<file path="src/rtl/fifo_read_logic.sv">
// Read-side pointer/flag controller of a dual-clock FIFO (read clock domain).
// Keeps binary and Gray read pointers and derives empty, occupancy and underflow flags.
module fifo_read_logic #(
  parameter int unsigned DEPTH  = 3,
  parameter int unsigned PTR_SZ = 2
) (
  input  logic              clk,
  input  logic              rst,
  input  logic              rinc,
  input  logic [PTR_SZ-1:0] wq2_waddr_gray,
  output logic              rempty,
  output logic              read_en,
  output logic [PTR_SZ-1:0] raddr,
  output logic [PTR_SZ-1:0] raddr_gray,
  output logic [PTR_SZ-1:0] rcount,
  output logic              runderflow,
  output logic [1:0]        rstate
);

  localparam int unsigned CW = PTR_SZ + 1;

  typedef enum logic [1:0] {
    IDLE  = 2'b00,
    READ  = 2'b01,
    EMPTY = 2'b10
  } state_t;

  state_t            state;
  state_t            state_next;
  logic [PTR_SZ-1:0] waddr_bin;
  logic [PTR_SZ-1:0] raddr_next;
  logic [PTR_SZ-1:0] count_next;
  logic [CW-1:0]     diff;
  logic              pop;
  logic              empty_next;

  // Gray-to-binary: each bit is the XOR of all Gray bits at or above it
  always_comb begin
    waddr_bin = '0;
    for (int i = 0; i < int'(PTR_SZ); i++) begin
      waddr_bin[i] = ^(wq2_waddr_gray >> i);
    end
  end

  assign pop = rinc & ~rempty;

  // >= keeps the pointer inside 0..DEPTH-1 even if it were ever corrupted
  always_comb begin
    raddr_next = raddr;
    if (pop) begin
      if (raddr >= PTR_SZ'(DEPTH - 1)) raddr_next = '0;
      else                             raddr_next = raddr + PTR_SZ'(1);
    end
  end

  assign empty_next = (raddr_next == waddr_bin);

  always_comb begin
    diff       = {1'b0, waddr_bin} - {1'b0, raddr_next};
    count_next = diff[PTR_SZ-1:0];
    if (diff[CW-1]) begin
      count_next = PTR_SZ'(diff + CW'(DEPTH));
    end
  end

  // FSM state register
  always_ff @(posedge clk or negedge rst) begin
    if (!rst) state <= IDLE;
    else      state <= state_next;
  end

  // FSM next-state logic
  always_comb begin
    state_next = state;
    case (state)
      IDLE:    if (!empty_next) state_next = READ;
      READ:    if (empty_next)  state_next = EMPTY;
      EMPTY:   if (!empty_next) state_next = READ;
      default: state_next = IDLE;
    endcase
  end

  // FSM output: the state register is exported directly
  always_comb begin
    rstate = state;
  end

  // Pointer and flag registers
  always_ff @(posedge clk or negedge rst) begin
    if (!rst) begin
      raddr      <= '0;
      raddr_gray <= '0;
      rempty     <= 1'b1;
      read_en    <= 1'b0;
      rcount     <= '0;
      runderflow <= 1'b0;
    end else begin
      raddr      <= raddr_next;
      raddr_gray <= raddr_next ^ (raddr_next >> 1);
      rempty     <= empty_next;
      read_en    <= ~empty_next;
      rcount     <= count_next;
      runderflow <= rinc & rempty;
    end
  end

endmodule

</file>
<file path="config.mk">
export PLATFORM = sky130hd
export DESIGN_NAME = fifo_read_logic
export DESIGN_NICKNAME = d
export VERILOG_FILES = /design/src/rtl/fifo_read_logic.sv
export SDC_FILE = /design/constraint.sdc
export NUM_CORES = 1
export LEC_CHECK = 0
export CORE_MARGIN = 3
export CORE_UTILIZATION = 46
export CTS_CLUSTER_SIZE = 16
export DETAILED_ROUTE_END_ITERATION = 7
export PLACE_DENSITY_LB_ADDON = 0.15
export SYNTH_ARGS = -nofsm -noshare
export SYNTH_HDL_FRONTEND = slang
export SYNTH_SLANG_ARGS = --single-unit
export TNS_END_PERCENT = 50
</file>
<file path="constraint.sdc">
create_clock -name clk -period 2.55 [get_ports clk]
set_clock_uncertainty 0.2 [all_clocks]
set_input_delay 0.255 -clock clk [delete_from_list [all_inputs] [get_ports clk]]
set_output_delay 0.255 -clock clk [all_outputs]
set_load 0.03 [all_outputs]
</file>
=== After elaboration in Yosys (flattened, before gate mapping) ===
Index checks and enable logic that the tools add are counted.

* Bitwise operators: 5
* Muxes and demuxes: 6
* Multiply operators: 0
* Eq/ne operators: 5
* Add/subtract/negate cells: 3
* Shifts and indexed selects: 0
* $lt $le $gt $ge: 1
* Div/mod/pow operators: 0
* Reduce and logical (&&, ||, !) cells: 5

{| class="wikitable"
|+ Operators by type and width
! cell !! number
|-
| 2-bit two-way mux || 5
|-
| 2-bit inequality test, second input constant || 2
|-
| 2-bit one-hot mux with 2 select lines || 1
|-
| 2-bit parity || 2
|-
| 2-bit by 2-bit subtractor with 3-bit output || 1
|-
| 2-bit by 1-bit adder with 2-bit output, second input constant || 1
|-
| 2-bit adder, second input constant || 1
|-
| 1-bit bitwise AND || 2
|-
| 2-bit by 1-bit == test with 1-bit output, second input constant || 1
|-
| 2-bit == test || 1
|-
| 2-bit == test, second input constant || 1
|-
| 2-bit >= comparator, second input constant || 1
|-
| 2-bit logical NOT || 1
|-
| 1-bit NOT || 2
|-
| 2-bit AND reduction || 1
|-
| 2-bit OR reduction || 1
|-
| 2-bit by 1-bit bitwise XOR with 2-bit output || 1
|}

* Memory bits (read-only): 0
* Output and inout bits: 11
* Memories kept: 0
* Memory bits (writable): 0
* Latch bits: 0
* Bits in registers: 11

=== Depth between registers and ports, before layout ===
Gate-level depths: netlist of the first run.

* Depth after elaboration: 6
* Depth in mapped cells: 10
* Gate-level depth less buffers: 10

=== Worst setup path after synthesis of the first run ===
OpenSTA, ideal clock, no wires.

* Kind: register -> register
* Start: reg rempty
* End: reg rcount[0]
* Library setup time: 0.080 ns
* Path slack: 0.307 ns
* Arrival time: 1.963 ns
* Cell stages (with the launch flop): 9
* Buffers on the path: 0
* Clock period less this slack: 2.243 ns
* Cells stage by stage: dfstp_2 nand2b_1 mux2_2 o21ai_0 ha_1 nand2b_1 a21o_1 a32oi_1 xnor2_1

* Cells in the longest elaborated chain, start to end: 6

{| class="wikitable"
|+ RTL lines
! item !! RTL line !! source
|-
| start: declaration || 11 || <nowiki>output logic rempty,</nowiki>
|-
| start signal: assignment || 100 || <nowiki>rempty <= empty_next;</nowiki>
|-
| 1-bit NOT * || 45 || <nowiki>assign pop = rinc & ~rempty;</nowiki>
|-
| 1-bit bitwise AND * || 45 ||
|-
| 2-bit two-way mux * || 50 || <nowiki>if (pop) begin</nowiki>
|-
| net raddr_next[0] || 31 || <nowiki>logic [PTR_SZ-1:0] raddr_next;</nowiki>
|-
| 2-bit by 2-bit subtractor with 3-bit output * || 59 || <nowiki>diff = {1'b0, waddr_bin} - {1'b0, raddr_next};</nowiki>
|-
| 2-bit adder || 62 || <nowiki>count_next = PTR_SZ'(diff + CW'(DEPTH));</nowiki>
|-
| 2-bit two-way mux * || 61 || <nowiki>if (diff[CW-1]) begin</nowiki>
|-
| net count_next[0] || 32 || <nowiki>logic [PTR_SZ-1:0] count_next;</nowiki>
|-
| end signal: assignment || 102 || <nowiki>rcount <= count_next;</nowiki>
|-
| end: declaration || 15 || <nowiki>output logic [PTR_SZ-1:0] rcount,</nowiki>
|}

Mark *: on every way through the listed nets, which the timed path passes. The rest lies on a longest branch.
A chain may end at the register's enable or synchronous reset.

=== Worst setup path in the final report of the first run ===
* Start: in rinc
* End: reg rcount[0]

* Cells in the longest elaborated chain, start to end: 5

{| class="wikitable"
|+ RTL lines
! item !! RTL line !! source
|-
| start: declaration || 9 || <nowiki>input logic rinc,</nowiki>
|-
| 1-bit bitwise AND * || 45 ||
|-
| 2-bit two-way mux * || 50 ||
|-
| net raddr_next[0] || 31 ||
|-
| 2-bit by 2-bit subtractor with 3-bit output * || 59 ||
|-
| 2-bit adder || 62 ||
|-
| 2-bit two-way mux * || 61 ||
|-
| net count_next[0] || 32 ||
|}

Marks and branches as above.

==> results of run 1 <==
## power breakdown
group          internal (mW)  leakage (nW)  switching [mW]
Combinational          0.316         0.209           0.375
Clock                 0.0602        0.0150          0.0522
Sequential             0.234         0.119          0.0423
Total                  0.611         0.342           0.470
## critical path: stages
cell	delay (ps)
clkdlybuf4s50_1	510
nor3b_2	230
mux2_2	190
o21ai_0	90
ha_1	260
nand2b_1	160
a21o_1	180
a32oi_1	220
xnor2_1	140
## stage by stage
step | cell area (um^2) | instances | hold slack [ps] | utilization [%] | total power, mW
2_1_floorplan | 642 | 65 | -241 | - | 0.765
3_3_place_gp | 806 | 95 | 272 | 67.1 | 0.966
3_5_place_dp | 806 | 95 | 280 | 67.1 | 0.974
4_1_cts | 832 | 99 | 100 | 69.3 | 1.09
5_1_grt | 832 | 99 | 125 | 69.3 | 1.16
6_report | 832 | 99 | 88.1 | 69.3 | 1.08
## registers in the layout (all words and copies together) (netlist names)
name / count
rempty: 1
read_en: 1
runderflow: 1
raddr_gray: 1
raddr: 2
rcount: 2
rstate: 2
## cell usage in the layout, fill, tap and decap left out, types with 2 or more instances in the layout
master and n:
o21ai_0 3, nor3b_1 2, nand3_1 2, nand2_1 5
nor2_1 5, dfrtp_1 9, nand2b_1 3, clkbuf_4 3
xnor2_1 5, and2_1 2, buf_4 7, nor3_1 2
nand3b_1 2, a21oi_1 3, clkdlybuf4s50_1 15, xor2_1 2
## final timing paths
kind                           start  slack [ps]       endpoint  depth (start not counted)
max reg2reg                   rempty         340      rcount[0]                          8
min in group clk           rstate[0]         280      rstate[0]                          1
max                             rinc         320      rcount[0]                          9
max in group asynchronous        rst        1710         rempty                          1
min reg2reg                rstate[0]         280      rstate[0]                          1
min                              rst          90  raddr_gray[0]                          1
## cells by family after synthesis
family                   count (synthesis)  synth area share, %
multiplexers                             2                 3.31
AO/OA/AOI/OAI                           11                 13.3
adder cells (fa/ha/maj)                  1                 1.95
buffers and inverters                    7                 9.36
XOR/XNOR                                 7                 9.55
flip-flops                              10                 39.2
AND/OR/NAND/NOR                         27                 23.4
## routing by layer
layer | part of all wire [%] | routed length [um]
met4 | 0 | 0
met5 | 0 | 0
met2 | 47 | 552
met3 | 6.2 | 73
met1 | 47 | 549
## layout make-up
cell class / instances / area [um^2]
sequential: 10 / 251
inverter: 1 / 3.75
tap: 14 / 17.5
fill: 98 / 369
multi-input combinational: 48 / 330
clock buffer: 4 / 26.3
timing repair buffer: 22 / 203
==> reports/qor.yml, run 1 <==
n_antenna_cell: 0
globalplace.congestion: 0.767
rsz0062_at_grt: "no"
pin_count: 16
core_um2: 1200
yosys.area.top_type: "dfrtp_1"
gr-max-usage-layer: "met1"
yosysMostFrequentCell: "dfrtp_1"
hp-class: "input port to asynchronous set/reset pin"
num_rows: 12
antenna_found_initial: 0
hold_viol_final: 0
clock_sinks: 10
cp.arrival_ps: 2230
use_met3_pct: 7.47
drtPass1Iterations: 4
grt_pass1_vias: 445
synth_cell_type_count: 29
cts-root-buf: "clkbuf_4"
cts_repair_resize_count: 0
dp.final_hpwl_um: 924
die_area_um2: 1880
routedWlPerCell_um: 11.9
num_vias: 515
grt_first_pass_wirelength_mm: 1.98
cts_hold_buf: 0
drc: 0
syn_nets: 71
track_usage_pct: 14.2
synth_seq_area_share_pct: 39.2
grtUsageMet1_pct: 19.9
fin_crit_sh_pct: 87.5
cap_violations: 0
clock_path_buffers: 2
synth_enable_flop_cells: 0
die_height_um: 43.4
setup-violations-final: 0
die_w_um: 43.4
routed_wl_mm: 1.17
period_needed_ps: 2230
layout-drive-gt1-share_pct: 20.0
dp_slack_ps: 43.8
synth_seq_cells: 10
end_kind: "flip-flop"
cp_data_required_time_ps: 2550
relSlewSlack_pct: 71.1
p_per_area_nw_per_um2: 1300
grt_max_degree: 14
post-cts-setup-buffers: 0
synth_warnings: 0
synth_common_cells: "dfrtp_1 (9), nand2_1 (5), nor2_1 (5), xnor2_1 (5)"
peakVddDrop_uv: 871
grt_remaining_overflow: 0
fin_nets: 92
fmax_mhz: 448
avgSynthCellArea_um2: 9.87
h-tree-depth: 1
worstPathMaxFanout: 6
outcome: "complete, no violations"
clk_pin_slew_ps: 70
setup_tns_ps: 0
first_iter_violations: 12
tightest_slew_ps: 432
p_leak_nw: 0.342
ys_top_cells_by_area: "dfrtp_1 (35%), xnor2_1 (6.8%), buf_6 (5.3%)"
crit_type: "input port to flip-flop"
tritoncts: "yes"
syn_inst: 65
synth-main-ff-cell: "dfrtp_1"
ys_async_sr_fraction_pct: 100
yosysTopAreaCellShare_pct: 35.1
numCtsBuffers: 3
port_buffers: 15
use_met2_pct: 19.8
clk_latency_ps: 270
area_delta_synth_final_pct: 29.6
ant_nets: 0
viasPerCell: 5.20
start_util_pct: 53.4
setup.worst_path.start_class: "input port"
fin_ws_ps: 320
drv_slew: 0
netlist_area_um2: 642
Note: power is estimated with default switching activity, not from simulation.
==> inputs of run 2 (changes only) <==
- CORE_UTILIZATION: 46 -> 49
- CTS_BUF_LIST: not set -> sky130_fd_sc_hd__clkbuf_2 sky130_fd_sc_hd__clkbuf_4 sky130_fd_sc_hd__clkbuf_8
- TNS_END_PERCENT: 50 -> 20
==> reports/qor.yml, run 2 (same netlist as run 1, synthesis figures left out) <==
outcome: "complete, no violations"
setup_tns_ps: 0  # unchanged
period_needed_ps: 2340  # +107 ps
grt_first_pass_wirelength_mm: 2.55  # +29%
cp.arrival_ps: 2300  # +70 ps
grt_remaining_overflow: 0  # unchanged
num_vias: 558  # +8.3%
relSlewSlack_pct: 69.2  # -1.9 points
drtPass1Iterations: 4  # unchanged
routed_wl_mm: 1.41  # +20%
first_iter_violations: 13  # +1
crit_type: "input port to flip-flop"
wl_met3_um: 63  # -14%
n_antenna_cell: 0  # unchanged
worstPathMaxFanout: 6  # unchanged
hold_viol_final: 0  # unchanged
utilization_pct: 72.5  # +3.3 points
core_um2: 1170  # -2.5%
rsz0062_at_grt: "no"
met2_wirelength_um: 716  # +30%
p_per_area_nw_per_um2: 1330  # +2.5%
cts_repair_resize_count: 0  # unchanged
clock_path_buffers: 2  # unchanged
clk_pin_slew_ps: 70  # about the same
cts-root-buf: "clkbuf_4"
num_rows: 12  # unchanged
peakVddDrop_uv: 786  # -9.8%
viasPerCell: 5.58  # +7.3%
antenna_found_initial: 0  # unchanged
h-tree-depth: 1  # unchanged
p_leak_nw: 0.353  # +3.2%
highest_layer: "met4"
fin_crit_sh_pct: 91.7  # +4.2 points
grt_max_degree: 14  # unchanged
clock_sinks: 10  # unchanged
fill_cells: 93  # -5.1%
port_buffers: 15  # unchanged
die_area_um2: 1780  # -5.3%
die_w_um: 42.2  # -2.7%
numCtsBuffers: 3  # unchanged
hp-class: "input port to asynchronous set/reset pin"
tightest_slew_ps: 460  # +27.7 ps
drc: 0  # unchanged
globalplace.congestion: 0.788  # +2.7%
cap_violations: 0  # unchanged
end_kind: "flip-flop"
cts_hold_buf: 0  # unchanged
setup-violations-final: 0  # unchanged
ant_nets: 0  # unchanged
start_util_pct: 54.8  # +1.4 points
mostFrequentLayoutCell: "clkdlybuf4s50_1"
fmax_mhz: 428  # -4.6%
r2r_setup_slack_ps: 300  # -40 ps
layout-drive-gt1-share_pct: 22.1  # +2.1 points
wl_met1_um: 614  # +12%
cp_data_required_time_ps: 2510  # -40 ps
clk_latency_ps: 270  # about the same
routedWlPerCell_um: 14.1  # +19%
drv_slew: 0  # unchanged
pin_count: 16  # unchanged
grt_pass1_vias: 564  # +27%
area_delta_synth_final_pct: 32.4
die_height_um: 42.2  # -2.7%
post-cts-setup-buffers: 0  # unchanged
setup.worst_path.start_class: "input port"
tritoncts: "yes"
track_usage_pct: 18.5  # +4.3 points
fin_nets: 93  # +1.1%
dp.final_hpwl_mm: 1.03  # +12%
final_cell_mix: "clkdlybuf4s50_1 (15), dfrtp_1 (9), buf_4 (8)"
[run 2: changes by cell type in the layout (fill, tap and decap cells not counted)]
| cell | previous run | this run |
|---|---|---|
| buf_4 | 7 | 8 |
| clkbuf_1 | 1 | 0 |
| clkbuf_8 | 0 | 1 |
[run 2: final timing paths]
path | startpoint | endpoint | cells past startpoint
max | rinc | rcount[0] | 11
min | rst | runderflow | 1
max reg2reg | rempty | rcount[0] | 10
min reg2reg | rstate[1] | rstate[0] | 1
max in group asynchronous | rst | rempty | 1
min in group clk | rstate[1] | rstate[0] | 1
[run 2: through the flow]
stage | power (mW) | setup slack [ps] | hold WS [ps] | area [um^2] | cells
global placement | 0.962 | 70.0 | 271 | 813 | 96
floorplan | 0.765 | 307 | -241 | 642 | 65
global route | 1.21 | 26.7 | 131 | 850 | 100
detailed placement | 0.983 | -23.7 | 278 | 813 | 96
finish | 1.13 | 213 | 99.2 | 850 | 100
CTS | 1.14 | 221 | 112 | 850 | 100
[run 2: critical path, cell delays in order]
cell,delay [ps]
clkdlybuf4s50_1,500
nor3b_2,270
nand2_1,110
nand2_1,120
xnor2_1,150
ha_1,310
nand2b_1,170
nor2_1,40
o21ai_0,140
a32oi_1,80
xnor2_1,140
[run 2: final cells by class]
cell class	instances	area (um^2)	share of cell area [%]
clock buffers	4	36.3	4.27
inverters	1	3.75	0.442
multi-input cells	48	330	38.9
flip-flops and latches	10	251	29.6
well taps	14	17.5	2.06
repair buffers	23	210	24.7
[run 2: routing by layer]
layer,global-route usage (%),up-vias
met4,5.59,0
met5,0,-
met2,31.0,18
li1,-,266
met3,3.86,3
met1,23.6,271
[run 2: report_power, final]
| group | internal (mW) | total (mW) | switching, mW | leakage [nW] |
|---|---|---|---|---|
| clock network | 0.0868 | 0.147 | 0.0601 | 0.0210 |
| logic | 0.317 | 0.696 | 0.379 | 0.213 |
| registers | 0.234 | 0.288 | 0.0540 | 0.119 |
==> inputs of run 3 (changes only) <==
--- a/config.mk
+++ b/config.mk
@@ -7,3 +7,3 @@
 export LEC_CHECK = 0
-export CORE_MARGIN = 3
+export CORE_MARGIN = 4
 export CORE_UTILIZATION = 49
==> constraint.sdc (replaced) <==
create_clock -name clk -period 2.55 [get_ports clk]
set_clock_uncertainty 0.2 [all_clocks]
set_input_delay 0.51 -clock clk [delete_from_list [all_inputs] [get_ports clk]]
set_output_delay 0.51 -clock clk [all_outputs]
set_load 0.03 [all_outputs]
==> reports/qor.yml, run 3 (same netlist as run 1, synthesis figures left out) <==
combinationalPowerShare_pct: 62.1  # +0.5 points
core_um2: 1170  # unchanged
start_util_pct: 54.8  # unchanged
port_buffers: 15  # unchanged
fin_crit_sh_pct: 97.2  # +5.6 points
first_iter_violations: 6  # -7
routedWlPerCell_um: 12.9  # -8.5%
area_delta_synth_final_pct: 34.9
total_power_mw: 1.14  # +1.1%
h-tree-depth: 1  # unchanged
crit_type: "input port to flip-flop"
r2r_setup_slack_ps: 340  # +40 ps
dp_slack_ps: -252  # -228 ps
hp-class: "flip-flop to flip-flop"
cp.arrival_ps: 2480  # +180 ps
worstPathMaxFanout: 6  # unchanged
mostFrequentLayoutCell: "clkdlybuf4s50_1"
cts-root-buf: "clkbuf_4"
peakVddDrop_uv: 890  # +13%
cp_data_required_time_ps: 2550  # +40 ps
placed_cell_area_um2: 821  # +0.92%
reg2reg_to: "rcount[0]"
cap_violations: 0  # unchanged
n_antenna_cell: 0  # unchanged
rsz0062_at_grt: "no"
utilization_pct: 73.9  # +1.4 points
drc: 0  # unchanged
die_w_um: 44.2  # +4.7%
setup-violations-final: 0  # unchanged
die_area_um2: 1950  # +9.7%
final_cell_mix: "clkdlybuf4s50_1 (15), buf_4 (9), dfrtp_1 (9)"
setup.worst_path.start_class: "input port"
num_rows: 12  # unchanged
ant_nets: 0  # unchanged
period_needed_ps: 2480  # +142 ps
netSwitchingFraction_pct: 42.8  # -0.77 points
clock_path_buffers: 2  # unchanged
hold_slack_ps: 286  # +187 ps
rr_startpoint: "rempty"
p_per_area_nw_per_um2: 1320  # -0.79%
rr_worst_depth: 8  # -2
hold_path_startpoint: "rstate[1]"
numCtsBuffers: 3  # unchanged
antenna_found_initial: 0  # unchanged
hold_end: "rstate[0]"
grt_max_degree: 14  # unchanged
p_sw_mw: 0.490  # -0.67%
outcome: "complete, no violations"
fmax_mhz: 403  # -5.7%
design_area_um2: 866  # +1.9%
fin_ws_ps: 70.2  # -142 ps
whs_path_depth: 1
drtPass1Iterations: 4  # unchanged
layout-drive-gt1-share_pct: 24.1  # +2.0 points
fin_nets: 94  # +1.1%
track_usage_pct: 15.8  # -2.7 points
clk_latency_ps: 270  # about the same
grt_pass1_vias: 517  # -8.3%
num_vias: 532  # -4.7%
clock_sinks: 10  # unchanged
dp.final_hpwl_mm: 1.01  # -2.6%
drv_slew: 0  # unchanged
globalplace.congestion: 0.766  # -2.8%
clk_pin_slew_ps: 70  # about the same
relSlewSlack_pct: 70.9  # +1.6 points
p_seq_share_pct: 25.2  # -0.3 points
end_kind: "flip-flop"
viasPerCell: 5.27  # -5.6%
routed_wl_mm: 1.30  # -7.6%
tightest_slew_ps: 435  # -24.6 ps
die_height_um: 44.2  # +4.7%
pin_count: 16  # unchanged
p_int_mw: 0.654  # +2.5%
p_leak_nw: 0.358  # +1.5%
p_clk_share_pct: 12.8  # -0.2 points
grt_first_pass_wirelength_mm: 2.21  # -14%
hold_viol_final: 0  # unchanged
tritoncts: "yes"
post-cts-setup-buffers: 0  # unchanged
grt_remaining_overflow: 0  # unchanged
==> run 3: cell types whose count changed in the layout (fill, tap and decap cells not counted), sizes merged <==
cell / delta
buf: +1
==> run 3: cell type report <==
type	count	area, um^2
tap	14	17.5
sequential	10	251
inverter	1	3.75
fill	89	305
timing repair buffer	24	218
multi-input combinational	48	339
clock buffer	4	36.3
==> run 3: power groups by stage <==
stage / Sequential [mW] / Combinational (mW) / Clock [mW]
floorplan: 0.423 / 0.342 / 0
global placement: 0.282 / 0.695 / 0
detailed placement: 0.286 / 0.706 / 0
CTS: 0.283 / 0.709 / 0.150
global route: 0.296 / 0.764 / 0.160
finish: 0.288 / 0.710 / 0.146
==> run 3: critical path: stages <==
cell and delay (ps):
clkdlybuf4s50_1 520, nor3b_4 230, mux2_2 200, o21ai_0 90
ha_2 210, nand2b_1 160, a21o_1 170, a32oi_1 240
xnor2_1 140
==> run 3: per-layer routing <==
metal	GRT usage [%]	share of wire [%]	vias to the layer above
met3	7.32	5.6	3
met1	19.2	45	250
met4	6.63	0.61	0
li1	-	-	267
met2	23.8	48	12
met5	0	0	-
==> run 3: stage by stage <==
step / TNS (ps) / instances
2_1_floorplan: 0 / 65
3_3_place_gp: -211 / 97
3_5_place_dp: -301 / 97
4_1_cts: 0 / 101
5_1_grt: 0 / 101
6_report: 0 / 101
==> run 3: worst max path at each step <==
stage          startpoint  slack (ps)         to  cells past startpoint
2_1_floorplan      rempty         310  rcount[0]                      8
3_3_place_gp         rinc        -170  rcount[0]                      9
3_5_place_dp         rinc        -250  rcount[0]                      9
4_1_cts              rinc          30  rcount[0]                      9
5_1_grt              rinc          10  rcount[0]                     11
6_report             rinc          70  rcount[0]                      9
==> run 3: what timing repair did <==
item                                    in CTS  in global routing
hold endpoints to repair                     0                  0
hold buffers                                 0                  0
endpoints found under the setup margin       0                  1
resized for setup                            0                  2
